**config.mk**
```make
export PLATFORM = sky130hd
export DESIGN_NAME = key_event_vector
export DESIGN_NICKNAME = d
export VERILOG_FILES = /design/src/rtl/key_event_vector.sv
export SDC_FILE = /design/constraint.sdc
export NUM_CORES = 1
export LEC_CHECK = 0
export ABC_CLOCK_PERIOD_IN_PS = 15800
export CAP_MARGIN = 10
export CORE_MARGIN = 1
export CORE_UTILIZATION = 60
export DETAILED_ROUTE_END_ITERATION = 8
export GPL_TIMING_DRIVEN = 0
export HOLD_SLACK_MARGIN = 0.15
export PLACE_DENSITY = 0.74
export SETUP_SLACK_MARGIN = 0.3
export SLEW_MARGIN = 0
export SYNTH_ARGS = -nofsm -noshare
export SYNTH_HDL_FRONTEND = slang
export SYNTH_SLANG_ARGS = --single-unit
```
**constraint.sdc**
```tcl
create_clock -name clk -period 15.8 [get_ports clk]
set_clock_uncertainty 0.1 [all_clocks]
set_input_delay 3.16 -clock clk [delete_from_list [all_inputs] [get_ports clk]]
set_output_delay 3.16 -clock clk [all_outputs]
set_load 0.01 [all_outputs]
```
**src/rtl/key_event_vector.sv**
```systemverilog
// key_event_vector: debounce N active-low keys, detect press/release/long/repeat
// per channel and serialise all events into one valid/ready stream.
module key_event_vector #(
    parameter int SIGNAL_BIT_WIDTH          = 16,
    parameter int INDEX_BIT_WIDTH           = 4,
    parameter int DEBOUNCE_LENGTH           = 4,
    parameter int DEBOUNCE_LENGTH_BIT_WIDTH = 3,
    parameter int LONGPRESS_LENGTH          = 512,
    parameter int REPEAT_PERIOD             = 64,
    parameter int TIMER_BIT_WIDTH           = 10
) (
    input  logic                        clk,
    input  logic                        reset,
    input  logic                        tick,
    input  logic [SIGNAL_BIT_WIDTH-1:0] signals_n,
    output logic [SIGNAL_BIT_WIDTH-1:0] pressed,
    output logic                        event_valid,
    output logic [INDEX_BIT_WIDTH-1:0]  event_index,
    output logic [1:0]                  event_kind,
    input  logic                        event_ready,
    output logic                        overflow
);
    localparam int N         = SIGNAL_BIT_WIDTH;
    localparam int K_PRESS   = 0;
    localparam int K_RELEASE = 1;
    localparam int K_LONG    = 2;
    localparam int K_REPEAT  = 3;

    // Arbitration order inside one channel: PRESS, LONG, REPEAT, RELEASE.
    localparam logic [3:0][1:0] KIND_ORDER = {2'd1, 2'd3, 2'd2, 2'd0};

    typedef enum logic [1:0] {
        ST_IDLE      = 2'd0,
        ST_HELD      = 2'd1,
        ST_REPEATING = 2'd2
    } state_t;

    logic [N-1:0][3:0]          w_set;
    logic [N-1:0][3:0]          r_pend;
    logic [N-1:0][3:0]          w_grant;
    logic [N-1:0][3:0]          w_clr;
    logic                       w_any;
    logic                       w_load;
    logic [INDEX_BIT_WIDTH-1:0] w_sel_index;
    logic [1:0]                 w_sel_kind;
    logic                       r_valid;
    logic [INDEX_BIT_WIDTH-1:0] r_index;
    logic [1:0]                 r_kind;
    logic                       r_overflow;

    for (genvar g = 0; g < N; g++) begin : g_ch
        logic [DEBOUNCE_LENGTH_BIT_WIDTH-1:0] r_cnt;
        logic                                 r_stable;
        logic                                 w_raw;
        logic                                 w_flip;
        logic                                 w_rise;
        logic                                 w_fall;
        state_t                               r_state;
        state_t                               w_state_nxt;
        logic [TIMER_BIT_WIDTH-1:0]           r_timer;
        logic [TIMER_BIT_WIDTH-1:0]           w_timer_nxt;
        logic [TIMER_BIT_WIDTH-1:0]           w_timer_inc;
        logic                                 w_long_hit;
        logic                                 w_rep_hit;
        logic [3:0]                           w_ev;

        assign w_raw  = ~signals_n[g];
        assign w_flip = tick && (w_raw != r_stable)
                        && (32'(r_cnt) >= DEBOUNCE_LENGTH - 1);
        assign w_rise = w_flip && !r_stable;
        assign w_fall = w_flip && r_stable;

        // Timer saturates so a misconfigured threshold never wraps around.
        assign w_timer_inc = (&r_timer) ? r_timer : r_timer + 1'b1;
        assign w_long_hit  = (32'(r_timer) == LONGPRESS_LENGTH - 1);
        assign w_rep_hit   = (32'(r_timer) == REPEAT_PERIOD - 1);

        // Debounce: accept a change only after DEBOUNCE_LENGTH differing ticks.
        always_ff @(posedge clk or posedge reset) begin
            if (reset) begin
                r_cnt    <= '0;
                r_stable <= 1'b0;
            end else if (tick) begin
                if (w_raw == r_stable) begin
                    r_cnt <= '0;
                end else if (w_flip) begin
                    r_stable <= w_raw;
                    r_cnt    <= '0;
                end else if (r_cnt != '1) begin
                    r_cnt <= r_cnt + 1'b1;
                end
            end
        end

        // Key state and hold timer registers.
        always_ff @(posedge clk or posedge reset) begin
            if (reset) begin
                r_state <= ST_IDLE;
                r_timer <= '0;
            end else begin
                r_state <= w_state_nxt;
                r_timer <= w_timer_nxt;
            end
        end

        // Next state and event generation; a release beats a timer threshold.
        always_comb begin
            w_state_nxt = r_state;
            w_timer_nxt = r_timer;
            w_ev        = '0;
            unique case (r_state)
                ST_IDLE: begin
                    if (w_rise) begin
                        w_state_nxt   = ST_HELD;
                        w_timer_nxt   = '0;
                        w_ev[K_PRESS] = 1'b1;
                    end
                end
                ST_HELD: begin
                    if (w_fall) begin
                        w_state_nxt     = ST_IDLE;
                        w_timer_nxt     = '0;
                        w_ev[K_RELEASE] = 1'b1;
                    end else if (tick) begin
                        if (w_long_hit) begin
                            w_state_nxt  = ST_REPEATING;
                            w_timer_nxt  = '0;
                            w_ev[K_LONG] = 1'b1;
                        end else begin
                            w_timer_nxt = w_timer_inc;
                        end
                    end
                end
                ST_REPEATING: begin
                    if (w_fall) begin
                        w_state_nxt     = ST_IDLE;
                        w_timer_nxt     = '0;
                        w_ev[K_RELEASE] = 1'b1;
                    end else if (tick) begin
                        if (w_rep_hit) begin
                            w_timer_nxt    = '0;
                            w_ev[K_REPEAT] = 1'b1;
                        end else begin
                            w_timer_nxt = w_timer_inc;
                        end
                    end
                end
                default: begin
                    w_state_nxt = ST_IDLE;
                    w_timer_nxt = '0;
                end
            endcase
        end

        assign w_set[g]   = w_ev;
        assign pressed[g] = r_stable;
    end

    // Fixed-priority pick: scan high to low so the lowest channel wins.
    always_comb begin
        w_any       = 1'b0;
        w_grant     = '0;
        w_sel_index = '0;
        w_sel_kind  = 2'd0;
        for (int c = N - 1; c >= 0; c--) begin
            for (int p = 3; p >= 0; p--) begin
                if (r_pend[c][KIND_ORDER[p]]) begin
                    w_any                      = 1'b1;
                    w_grant                    = '0;
                    w_grant[c][KIND_ORDER[p]]  = 1'b1;
                    w_sel_index                = INDEX_BIT_WIDTH'(c);
                    w_sel_kind                 = KIND_ORDER[p];
                end
            end
        end
    end

    assign w_load = w_any && (!r_valid || event_ready);
    assign w_clr  = w_load ? w_grant : '0;

    // Pending flags: a new set wins over the clear of a loaded flag.
    always_ff @(posedge clk or posedge reset) begin
        if (reset) begin
            r_pend     <= '0;
            r_overflow <= 1'b0;
        end else begin
            r_pend <= (r_pend & ~w_clr) | w_set;
            if (|(w_set & r_pend & ~w_clr)) begin
                r_overflow <= 1'b1;
            end
        end
    end

    // Output event register; fields hold while stalled.
    always_ff @(posedge clk or posedge reset) begin
        if (reset) begin
            r_valid <= 1'b0;
            r_index <= '0;
            r_kind  <= 2'd0;
        end else if (w_load) begin
            r_valid <= 1'b1;
            r_index <= w_sel_index;
            r_kind  <= w_sel_kind;
        end else if (event_ready) begin
            r_valid <= 1'b0;
        end
    end

    assign event_valid = r_valid;
    assign event_index = r_index;
    assign event_kind  = r_kind;
    assign overflow    = r_overflow;

endmodule

```
==> metrics.md <==
| Metric | Value |
|---|---|
| Fillers | 2604 |
| Pwr/cell area | 182.2 mW/mm² |
| Clock Sink Count | 328 |
| Initial Util | approximately three fifths |
| TritonCTS clock tree | yes |
| Vias per cell | 6.262 |
| Largest net degree at the start of global routing | 128 |
| Largest area contributor in the netlist | dfrtp_1 |
| Grt total ovfl | 0 |
| WL/cell | 19.11 µm |
| Sequential cell area fraction in the yosys report | between 40% and 50% |
| Crit. End Element | flop |
| Syn. warnings | 0 |
| RePlAce Congestion | 0.9919 |
| Reg-to-Reg Start | r_pend[26] |
| Startpoint Class | input port |
| Via count | 17610 |
| Hold buffers post-CTS | 0 |
| Post-cts resize count | 0 |
| Final setup margin | 7.159 ns |
| Drt total wl | roughly 54 mm |
| Arrival @ worst endpoint | approximately 9 ns |
| Pleak | roughly 10 nW |
| Largest family of logic cells by synthesized area | simple AND/OR/NAND/NOR gates |
| Final hold slack | 0.4078 ns |
| Vias in the first global route | 16731 |
| Met3 wire len | 3.926 mm |
| DPL Wire Length | 38.53 mm |
| Worst setup path endpoint | g_ch[4].r_cnt[1] |
| Levels on crit path | 8 |
| Antenna-violating nets left | 0 |
| Cell mode on critical path | clkbuf_1 |
| Synth Instances | about 2300 |
| Die Area | 0.03343 mm² |
| Max Clock Freq | 0.1157 GHz |
| Delay-heaviest family, CP | buffers and inverters |
| Crit path launch | tick |
| Worst path required time | ~16 ns |
| Worst path bufs/invs | 7 |
| Die Wd | between 150 and 200 µm |
| Peak VDD IR | around 0.12 mV |
| Period utilization | around 55% |
| Proportion of synthesized area in mux cells | around 1.4% |
| Reg2reg end | overflow |
| Nets | around 2500 |
| Hold Startpoint | g_ch[9].r_state[0] |
| NetSw | around 0.0018 W |
| H-tree levels | 2 |
| Drc violations | 0 |
| Clock share of power | 22.2% |
| Status | completed |
| Total track usage | roughly a third |
| Reg area | 0.008208 mm² |
| Critical Path Max Stage Delay | 0.87 ns |
| Critical path class | in2reg |
| First-pass GRT wire length | 86.23 mm |
| R2R setup slack | 11.09 ns |
| Synth top area cells | dfrtp_1, ha_1, nor2_1 |
| Multi-input logic area | approximately 0.011 mm² |
| Row cnt | 65 |
| Slew Viols, Final | 0 |
| Io pins | 44 |
| Slowest cell on crit path | clkbuf_1 |
| Dpl ws | 6.808 ns |
| Synth Area in Adders | 7.143% |
| Wire length on met2 | roughly 24 mm |
| Top_reg_cell synth | dfrtp_1 |
| Power share of the sequential group | 30.1% |
| Initial antenna violation count | 1 |
| Metal-1 WL | roughly 23 mm |
| Internal | 0.002220 W |
| Port Buf Inserts | 43 |
| Switching share of power | 44.39% |
| Clock Path Buffers | 3 |
| Actual slew at the worst max-slew pin | 1.204 ns |
| Count of different cell masters after synthesis | 67 |
| Crit Path Max Fanout | 10 |
| Post-synthesis compound-gate area fraction | about 15% |
| Clk Latency, worst-skew pair | 0.55 ns |
| Mapped Area | 0.01962 mm² |
| CTS clk-pin slew, worst paths | around 0.06 ns |
| Synth Area in XOR/XNOR | 5.000% |
| Top routing layer used | met4 |
| Final Hold Vio Count | 0 |
| Share of cells above drive strength 1 | 4.293% |
| CP cell instances | clkdlybuf4s50_1, clkbuf_1, clkbuf_1, clkbuf_1, buf_1, clkbuf_1, clkbuf_1, a32o_1 |
| Area growth syn-to-layout | 11.65% |
| Hold Crit Class | reg2reg |
| DIE HEIGHT | 182.8 µm |
| Post-CTS setup buffers | 0 |
| Post-synth EDFFs | 0 |
| Share of the synthesized area in the top cell type | 41.84% |
| Max Cap Viol | 0 |
| Average size of a mapped cell | roughly 8.7 µm² |
| Initial drt markers | 1502 |
| Min cycle time layout | slightly below 9 ns |
| Logic gate share of total power | 47.8% |
| Final core occ | 68.71% |
| Flops & latches, synth | about 330 |
| Worst relative slew slack | 19.02% |
| Core ar. | 0.03188 mm² |
| Simple-gate area share of the yosys netlist | between 20% and 30% |
| Worst reg-to-reg path cell count | 10 |
| Final setup vio count | 0 |
| CTS buffer count | 38 |
| Asr flop ratio synth | 100.0% |
| RSZ-0062 raised after global routing | false |
| Drt first pass iters | 5 |
| Syn_nets | 2394 |
| Clock Tree Root | clkbuf_16 |
## logic make-up (layout without fill, tap and decap cells)
| kind of cell | after synthesis | in the layout |
|---|---|---|
| flops | 328 | 328 |
| compound gates | 472 | 472 |
| simple gates | 1035 | 1035 |
| other cells | 0 | 1 |
| xor+xnor | 112 | 112 |
| buf+inv | 177 | 291 |
| mux | 26 | 26 |
| fa+ha+maj | 112 | 112 |
## layout make-up
type / instances / share of cell area, %
multi-input combinational: 1757 / 48.73
sequential: 328 / 37.47
clock buffer: 59 / 5.164
tap: 435 / 2.485
timing repair buffer: 45 / 2.216
inverter: 117 / 2.039
buffer: 60 / 1.354
clock inverter: 10 / 0.5255
antenna: 1 / 0.01142
## stage by stage
step / TNS (ns) / std cells / area, µm² / total power [W]
after floorplan: 0 / 2262 / 19620 / 0.002521
after global placement: -220.97 / 2740 / 20590 / 0.003015
after detailed placement: 0 / 2742 / 20660 / 0.003071
after CTS: 0 / 2811 / 21900 / 0.003974
after global routing: 0 / 2811 / 21900 / 0.004260
final: 0 / 2812 / 21900 / 0.003991
## flip-flops by register name, indices dropped and copies added (netlist names)
| register | flops |
|---|---|
| g_ch.r_timer | 160 |
| event_valid | 1 |
| g_ch.r_cnt | 48 |
| g_ch.r_stable | 16 |
| overflow | 1 |
| event_kind | 2 |
| g_ch.r_state | 32 |
| event_index | 4 |
| r_pend | 64 |
## power by group through the flow
stage	clock, W	combinational, W	sequential [W]
2_1_floorplan	0	0.00136	0.00117
3_5_place_dp	0	0.00186	0.00121
5_1_grt	0.000929	0.00211	0.00122
3_3_place_gp	0	0.00182	0.00120
6_report	0.000885	0.00191	0.00120
4_1_cts	0.000898	0.00188	0.00119
## placed cells by master, fill, tap and decap left out, drive strengths merged, types with 7 or more instances in the layout
master / instances
dfrtp: 328
nor2: 308
nand2: 256
o21ai: 149
inv: 119
ha: 112
a21oi: 110
nand3: 98
clkbuf: 97
nand4: 90
xor2: 83
nor3: 55
and3: 49
nor4: 43
clkdlybuf4s50: 43
or4: 36
xnor2: 29
and2: 25
or3: 25
buf: 24
o31ai: 23
a32o: 20
mux2i: 17
a31oi: 15
a41oi: 15
a211oi: 14
o22ai: 14
o2111ai: 14
nand2b: 13
a211o: 13
a21o: 12
a22oi: 12
a22o: 11
mux2: 9
nor3b: 8
o41ai: 8
and4: 7
nor2b: 7
## layer usage
layer	GRT usage, %	vias up
met4	14.07	0
met3	5.500	131
met5	0	-
met1	43.57	8521
li1	-	8345
met2	52.76	613
## cell usage after synthesis (29+ instances only)
library cell / instances
or4_1: 34
dfrtp_1: 328
o21ai_0: 147
clkbuf_1: 38
xnor2_1: 29
xor2_1: 83
inv_1: 117
a21oi_1: 110
and3_1: 49
ha_1: 112
nor3_1: 54
nand3_1: 97
nor4_1: 43
nand4_1: 90
nand2_1: 256
nor2_1: 308
## worst reg2reg max path, stage by stage, from the launching register on
cell	delay, ns
dfrtp_1	0.35
buf_2	0.17
or4_1	0.57
or4_1	0.67
nor3_4	0.30
nand2_1	0.26
clkbuf_1	0.28
o311ai_0	1.00
nand4_1	0.20
nor4_1	0.42
nand4_1	0.22
## how the worst min path moves through the flow
stage                                    end  slack (ns)  depth (start not counted)
after floorplan           g_ch[0].r_state[1]        0.38                          2
after global placement        event_index[2]        0.39                          2
after detailed placement      event_index[2]        0.40                          2
after CTS                     event_index[2]        0.41                          2
after global routing          event_index[2]        0.43                          2
final                     g_ch[9].r_state[0]        0.41                          2
Note: power is estimated with default switching activity, not from simulation.
==> patch, RTL diff (same settings) <==
`TIMER_BIT_WIDTH`: 10 -> 8.
--- a/src/rtl/key_event_vector.sv
+++ b/src/rtl/key_event_vector.sv
@@ -7,7 +7,7 @@
     parameter int DEBOUNCE_LENGTH_BIT_WIDTH = 3,
     parameter int LONGPRESS_LENGTH          = 512,
     parameter int REPEAT_PERIOD             = 64,
-    parameter int TIMER_BIT_WIDTH           = 10
+    parameter int TIMER_BIT_WIDTH           = 8
 ) (
     input  logic                        clk,
     input  logic                        reset,
Check against the original RTL: not settled (the Yosys comparison gave no result); the edit may change what the design does.
==> patch against the original RTL <==
- synthesized area shrank 53%
- routed wire length shrank 44%
- critical path depth unchanged
- critical path type unchanged
- count of clock-buffer cells in the layout decreased by 42
- cell area down 52%
- largest cell class unchanged
- global-route usage up 6.3 points
- sequential cell count down 176
- via count fell by 50%
- sequential share of layout area is 1.2 points lower
- power down 43%
- final cell count is 53% lower
- setup slack gained 2.3 ns
==> patch: results (changes against the original RTL) <==
| Metric | Value |
|---|---|
| Largest net degree at the start of global routing | `93 (was 128)` |
| Met2 Use GR | `0.6025 (was 0.5276)` |
| CP max stage delay | `0.89 ns (was 0.87 ns)` |
| DP Worst Slack | `9.326 ns (was 6.808 ns)` |
| Reg-to-reg slack, setup | `11.74 ns (was 11.09 ns)` |
| Leak Pwr | `5.118 nW (was 10.18 nW)` |
| Synthesized flop and latch total | `152 (was 328)` |
| N_diodes | `0 (was 1)` |
| Post-synthesis compound-gate area fraction | `0.1985 (was 0.1543)` |
| Clk Latency, worst-skew pair | `0.43 ns (was 0.55 ns)` |
| Multi-input gates | `818 (was 1757)` |
| First-pass GRT wire length | `46890 um (was 86230 um)` |
| Fraction of area in multi-input gates | `0.4803 (was 0.4873)` |
| Metal2 WL | `13340 um (was 24500 um)` |
| XOR/XNOR Fraction of Synth Area | `0.01518 (was 0.05000)` |
| Part of the Yosys area used for sequential elements | `0.4120 (was 0.4184)` |
| DR WL/cell | `22.77 um (was 19.11 um)` |
| Mux contribution to synthesized area | `0.001084 (was 0.01384)` |
| Count of plain and timing-repair buffers | `88 (was 105)` |
| Max-slew headroom | `0.1978 (was 0.1902)` |
| Routed length on met1 | `11820 um (was 23160 um)` |
| Worst Path Arrival | `6.52 ns (was 9.00 ns)` |
| Initial antenna violation count | `0 (was 1)` |
| Gr usage total | `0.3893 (was 0.3268)` |
| VDD IR max | `118.0 uV (was 117.0 uV)` |
| DRT iter0 DRCs | `1038 (was 1502)` |
| Critical-path top delay cell | `o311ai_0 (was clkbuf_1)` |
| Final net count | `1185 (was 2479)` |
| Area of the multi-input gates | `5040 um^2 (was 10680 um^2)` |
| Critical Path Start | `event_ready (was tick)` |
| Crit path max-delay family | `compound AO/OA/AOI/OAI gates (was buffers and inverters)` |
| Worst hold-check slack | `0.3732 ns (was 0.4078 ns)` |
| H-tree depth | `4 (was 2)` |
| Post-synthesis average cell area | `8.760 um^2 (was 8.673 um^2)` |
| Net Count, Synth | `1122 (was 2394)` |
| Clk tree area frac | `0.05402 (was 0.05689)` |
| Largest cells by area after synthesis | `dfrtp_1, nand2_1, ha_1 (was dfrtp_1, ha_1, nor2_1)` |
| Vias in the first global route | `8594 (was 16731)` |
| CTS max path bufs | `2 (was 3)` |
| Post-Place Cells | `1282 (was 2742)` |
| Fraction of area in registers | `0.3625 (was 0.3747)` |
| R2r startpoint | `r_pend[37] (was r_pend[26])` |
| Largest fanout on the critical path | `6 (was 10)` |
| Vias | `8868 (was 17610)` |
| Signal inverters | `40 (was 117)` |
| Post-synth top cells | `nand2_1, dfrtp_1, nor2_1 (was dfrtp_1, nor2_1, nand2_1)` |
| Share of layout cells above drive strength 1 | `0.07788 (was 0.04293)` |
| Metal3 WL | `3009 um (was 3926 um)` |
| Met1 Resource Use GR | `0.5165 (was 0.4357)` |
| DRT Wirelength | `29920 um (was 53730 um)` |
| Outcome | `completed (unchanged)` |
| Adder-cell area share of the yosys netlist | `0.06505 (was 0.07143)` |
| Largest registers | `r_pend (64), g_ch.r_cnt (48) (was g_ch.r_timer (160), r_pend (64), g_ch.r_cnt (48))` |
## patch: how the worst min path moves through the flow
| stage | startpoint | end |
|---|---|---|
| after floorplan | g_ch[11].r_state[0] | g_ch[11].r_state[0] |
| after global placement | event_index[0] | event_index[0] |
| after detailed placement | event_index[2] | event_index[2] |
| after CTS | event_index[2] | event_index[2] |
| after global routing | event_index[2] | event_index[2] |
| final | event_index[2] | event_index[2] |
## patch: where the power goes
| part | internal (mW) | total (mW) | switching [mW] |
|---|---|---|---|
| Combinational | 0.442 | 1.27 | 0.827 |
| Clock | 0.220 | 0.403 | 0.182 |
| Sequential | 0.489 | 0.603 | 0.114 |
## patch: worst register-to-register path, stage by stage, from the launching register on
cell       delay, ns
dfrtp_1         0.32
clkbuf_1        0.39
nor3_1          0.18
nand2_1         0.35
or4_1           0.18
buf_2           0.26
o2111ai_1       0.38
o311ai_0        0.90
a21oi_1         0.31
a2111oi_2       0.39
nand4_1         0.17
